**src/rtl/fetch_pc_unit.sv**
```systemverilog
// Fetch-stage program counter with optional direct-mapped BTB and 2-bit predictors.
// Define FETCH_PC_BTB_EN to build the BTB; otherwise branches are predicted not-taken.
module fetch_pc_unit #(
  parameter int                    ADDR_WIDTH = 16,
  parameter int                    INC        = 2,
  parameter int                    BTB_DEPTH  = 16,
  parameter logic [ADDR_WIDTH-1:0] RESET_PC   = '0
) (
  input  logic                  clk,
  input  logic                  reset,
  input  logic                  stall,
  input  logic                  flush,
  input  logic [ADDR_WIDTH-1:0] flush_addr,
  input  logic                  jump,
  input  logic [ADDR_WIDTH-1:0] jump_addr,
  input  logic                  branch,
  input  logic                  upd_valid,
  input  logic [ADDR_WIDTH-1:0] upd_pc,
  input  logic [ADDR_WIDTH-1:0] upd_target,
  input  logic                  upd_taken,
  output logic [ADDR_WIDTH-1:0] pc,
  output logic                  pred_taken
);

  logic                  predict;
  logic [ADDR_WIDTH-1:0] pred_target;
  logic [ADDR_WIDTH-1:0] pc_next;
  logic                  pred_next;

`ifdef FETCH_PC_BTB_EN
  localparam int OFF_W = $clog2(INC);
  localparam int IDX_W = $clog2(BTB_DEPTH);
  localparam int TAG_W = ADDR_WIDTH - IDX_W - OFF_W;

  logic [BTB_DEPTH-1:0]  valid_q;
  logic [1:0]            ctr_q    [BTB_DEPTH];
  logic [TAG_W-1:0]      tag_q    [BTB_DEPTH];
  logic [ADDR_WIDTH-1:0] target_q [BTB_DEPTH];

  logic [IDX_W-1:0] look_idx;
  logic [IDX_W-1:0] upd_idx;
  logic [TAG_W-1:0] look_tag;
  logic [TAG_W-1:0] upd_tag;
  logic             upd_hit;

  assign look_idx = pc[OFF_W +: IDX_W];
  assign look_tag = pc[ADDR_WIDTH-1 -: TAG_W];
  assign upd_idx  = upd_pc[OFF_W +: IDX_W];
  assign upd_tag  = upd_pc[ADDR_WIDTH-1 -: TAG_W];

  // Counter MSB set means weakly or strongly taken.
  assign predict     = valid_q[look_idx] && (tag_q[look_idx] == look_tag) && ctr_q[look_idx][1];
  assign pred_target = target_q[look_idx];
  assign upd_hit     = valid_q[upd_idx] && (tag_q[upd_idx] == upd_tag);

  always_ff @(posedge clk) begin
    if (reset) begin
      valid_q <= '0;
      for (int i = 0; i < BTB_DEPTH; i++) ctr_q[i] <= 2'd0;
    end else if (upd_valid) begin
      if (upd_hit) begin
        if (upd_taken) begin
          if (ctr_q[upd_idx] != 2'd3) ctr_q[upd_idx] <= ctr_q[upd_idx] + 2'd1;
        end else if (ctr_q[upd_idx] != 2'd0) begin
          ctr_q[upd_idx] <= ctr_q[upd_idx] - 2'd1;
        end
      end else if (upd_taken) begin
        valid_q[upd_idx] <= 1'b1;
        ctr_q[upd_idx]   <= 2'd2;
      end
    end
  end

  // NOTE: tag/target arrays have no reset; the valid bits gate every use of them,
  // so only the control state needs clearing and the data stays plain RAM.
  always_ff @(posedge clk) begin
    if (!reset && upd_valid && upd_taken) begin
      tag_q[upd_idx]    <= upd_tag;
      target_q[upd_idx] <= upd_target;
    end
  end
`else
  logic unused_upd;
  assign unused_upd  = ^{upd_valid, upd_pc, upd_target, upd_taken};
  assign predict     = 1'b0;
  assign pred_target = '0;
`endif

  // NOTE: combinational blocks use blocking '=' with defaults first, so no latch
  // is inferred; the registers below use non-blocking '<='.
  always_comb begin
    pc_next   = pc + ADDR_WIDTH'(INC);
    pred_next = 1'b0;
    if (flush) begin
      pc_next = flush_addr;
    end else if (stall) begin
      pc_next   = pc;
      pred_next = pred_taken;
    end else if (jump) begin
      pc_next = jump_addr;
    end else if (branch && predict) begin
      pc_next   = pred_target;
      pred_next = 1'b1;
    end
  end

  always_ff @(posedge clk) begin
    if (reset) begin
      pc         <= RESET_PC;
      pred_taken <= 1'b0;
    end else begin
      pc         <= pc_next;
      pred_taken <= pred_next;
    end
  end

endmodule

```
**config.mk**
```make
export PLATFORM = sky130hd
export DESIGN_NAME = fetch_pc_unit
export DESIGN_NICKNAME = d
export VERILOG_FILES = /design/src/rtl/fetch_pc_unit.sv
export SDC_FILE = /design/constraint.sdc
export NUM_CORES = 1
export LEC_CHECK = 0
export CELL_PAD_IN_SITES_DETAIL_PLACEMENT = 0
export CELL_PAD_IN_SITES_GLOBAL_PLACEMENT = 1
export CORE_MARGIN = 2
export CORE_UTILIZATION = 20
export DETAILED_ROUTE_END_ITERATION = 6
export GPL_TIMING_DRIVEN = 1
export PLACE_DENSITY_LB_ADDON = 0.3
export SYNTH_ARGS = -nofsm -noshare
export SYNTH_HDL_FRONTEND = slang
export SYNTH_SLANG_ARGS = --single-unit
```
**constraint.sdc**
```tcl
create_clock -name clk -period 1.6 [get_ports clk]
set_input_delay 0.32 -clock clk [delete_from_list [all_inputs] [get_ports clk]]
set_output_delay 0.32 -clock clk [all_outputs]
set_load 0.005 [all_outputs]
```
==> results.tsv <==
metric	value	unit
Initial DRT Pass Iterations	4	
CP Class	reg -> out	
chip height	79.9	microns
top cells by area, synth	dfxtp_1, a21oi_1, nand2_1	
Final min period	1.55	ns
Post-Route Skew	0.00152	ns
final setup fails	0	
adder-cell area share of the yosys netlist	0.0108	
area of the core	5540	sq um
clk slew on worst S/H paths	0.06	ns
status	finished clean	
Worst Path Max Fanout	5	
initial antenna violation count	0	
Clock Latency Late Sink	0.25	ns
Final Max Slew Viols	0	
max reg flops	16	
hpwl dp	3.44	mm
gp weighted congestion	0.768	
post-synthesis mux area share	0.0271	
Syn Inst Count	154	
top flop regs	pc (16)	
I/O Pins	89	
Final ANT Viol Nets	0	
Reg2Reg Capture Point	pc[14]	
std cell rows	27	
post-synthesis compound-gate area fraction	0.357	
CTS H-tree depth	1	
RSZ-0062 raised after global routing	false	
clock tree buffer depth	2	
Top FF cell, synth	dfxtp_1	
Root Driver	clkbuf_8	
Most flops, register	pc	
synth unique cells	42	
vias per inst	4.62	
MaxCap Viol Count	0	
clock sink total	16	
area leader, netlist	dfxtp_1	
post-synthesis xor/xnor area fraction	0	
PortBufs	52	
Avg Inst Size Synth	7.49	sq um
grt ovf	0	
antenna cells	0	
CTS Buf Count	3	
Hold Path Depth	2	
1st-iter DRT viols	41	
combinational family with the most area after synthesis	compound AO/OA/AOI/OAI gates	
synthesized area	1150	sq um
Ys Warns	0	
final wirelength	4.29	mm
synthesized flop and latch total	16	
Die Footprint	6390	sq um
Synth async-reset ratio	0	
Final Hold Viols	0	
worst reg2reg path depth	5	
CP required	1.28	ns
Residual DRC	0	
crit path to	pc[11]	
share of cells above drive strength 1	0.286	
pwr dens	554	nW/um^2
post-synthesis sequential area ratio	0.278	
# hold bufs at CTS	0	
synth-to-layout area growth	89.7	%
R2R setup slack	0.10	ns
vias in the first global route	1440	
top-area cell type share of the netlist area	0.278	
maximum vdd drop	0.000234	V
WHS	0.481	ns
post-synthesis simple-gate area fraction	0.265	
Hold Crit Class	reg -> reg	
Post-synth EDFFs	0	
Post-Syn Nets	227	
Chip Width	79.9	microns
Final Cycle Share	0.971	
crit start category	register	
Leakage Power	0.000871	uW
Place WS	-0.277	ns
CP Data Arrival Time	1.23	ns
Setup WS post-layout	0.0461	ns
TritonCTS clock tree	built	
Vias	1446	
worst r2r src	pc[9]	
Worst setup EP type	output pin	
first-pass GRT wire length	6.77	mm
DR WL/cell	13.7	microns
leading cell types by count after synthesis	dfxtp_1, nand2_1, nor2_1	
Initial Utilization	0.208	
fin nets	316	
All-Layer GR Usage	0.138	
fmax	644	MHz
crit path launch	pc[11]	
largest net degree at the start of global routing	13	
==> repair_timing <==
action	CTS	global route
setup buffers	0	6
resized for setup	8	18
pin swaps	0	2
endpoints found under the setup margin	7	14
==> power by group <==
group          leakage, uW  total [uW]  switching (uW)  internal [uW]
clock network    0.0000216         308             141            167
registers         0.000136         470            38.4            432
logic             0.000713         434             163            271
total             0.000871        1210             342            870
==> cell families after synthesis <==
| logic type | Yosys count |
|---|---|
| AND/OR/NAND/NOR | 56 |
| other | 1 |
| buffers and inverters | 16 |
| flip-flops | 16 |
| AO/OA/AOI/OAI | 61 |
| multiplexers | 3 |
| adder cells (fa/ha/maj) | 1 |
==> metrics by stage <==
step	utilization	TNS, ns	instances	power (uW)	cell area (sq um)
floorplan	-	0	154	626	1170
detailed placement	0.363	-3.20	304	887	2010
global placement	0.363	-3.07	304	887	2010
finish	0.395	0	313	1210	2190
CTS	0.374	-0.000590	307	1210	2070
global route	0.395	0	313	1290	2190
==> cell type report <==
cell class	instances	area, sq um
Fill cell	595	3350
Tap cell	72	90.1
Inverter	7	26.3
Timing Repair Buffer	93	850
Multi-Input combinational cell	122	845
Clock buffer	3	41.3
Sequential cell	16	337
==> worst max-delay path: stages (launching register included) <==
cell and delay, ns:
dfxtp_2 0.37, buf_4 0.13, clkdlybuf4s50_1 0.49
==> cell usage in the layout, fill, tap and decap left out, types with 2 or more instances in the layout <==
cell             Yosys  layout
nor3_1               2       2
o221a_1              2       2
dfxtp_1             16       9
mux2i_1              2       2
a22oi_1              2       2
clkbuf_8             0       3
nand3_1              2       2
a211oi_1             7       7
a31oi_1              3       3
buf_4                1      39
o21a_1               3       3
o21ai_0              9       8
nor2_1              16      16
dfxtp_2              0       4
a2bb2oi_1            5       2
nand2_1             16      15
inv_1                6       6
a21oi_1             14      14
nand4_1              2       2
dlymetal6s2s_1       0       2
clkdlybuf4s50_1      0      50
o21ai_1              5       6
nor4_1               4       3
o31a_1               4       4
nor4_4               0       2
a2bb2oi_2            0       3
dfxtp_4              0       3
nor2b_1              3       2
or4_1                2       2
==> routing by layer <==
| layer | global-route usage | part of all wire |
|---|---|---|
| met1 | 0.169 | 0.46 |
| met2 | 0.237 | 0.48 |
| met3 | 0.0249 | 0.047 |
| met4 | 0.0542 | 0.012 |
| met5 | 0 | 0 |
==> how the worst min path moves through the flow <==
stage | from | end | slack, ns
global route | pc[9] | pc[9] | 0.51
global placement | pc[9] | pc[9] | 0.49
floorplan | reset | pc[11] | 0.40
detailed placement | pc[9] | pc[9] | 0.49
finish | pc[9] | pc[9] | 0.48
CTS | pc[9] | pc[9] | 0.50
(Power assumes the default switching activity.)
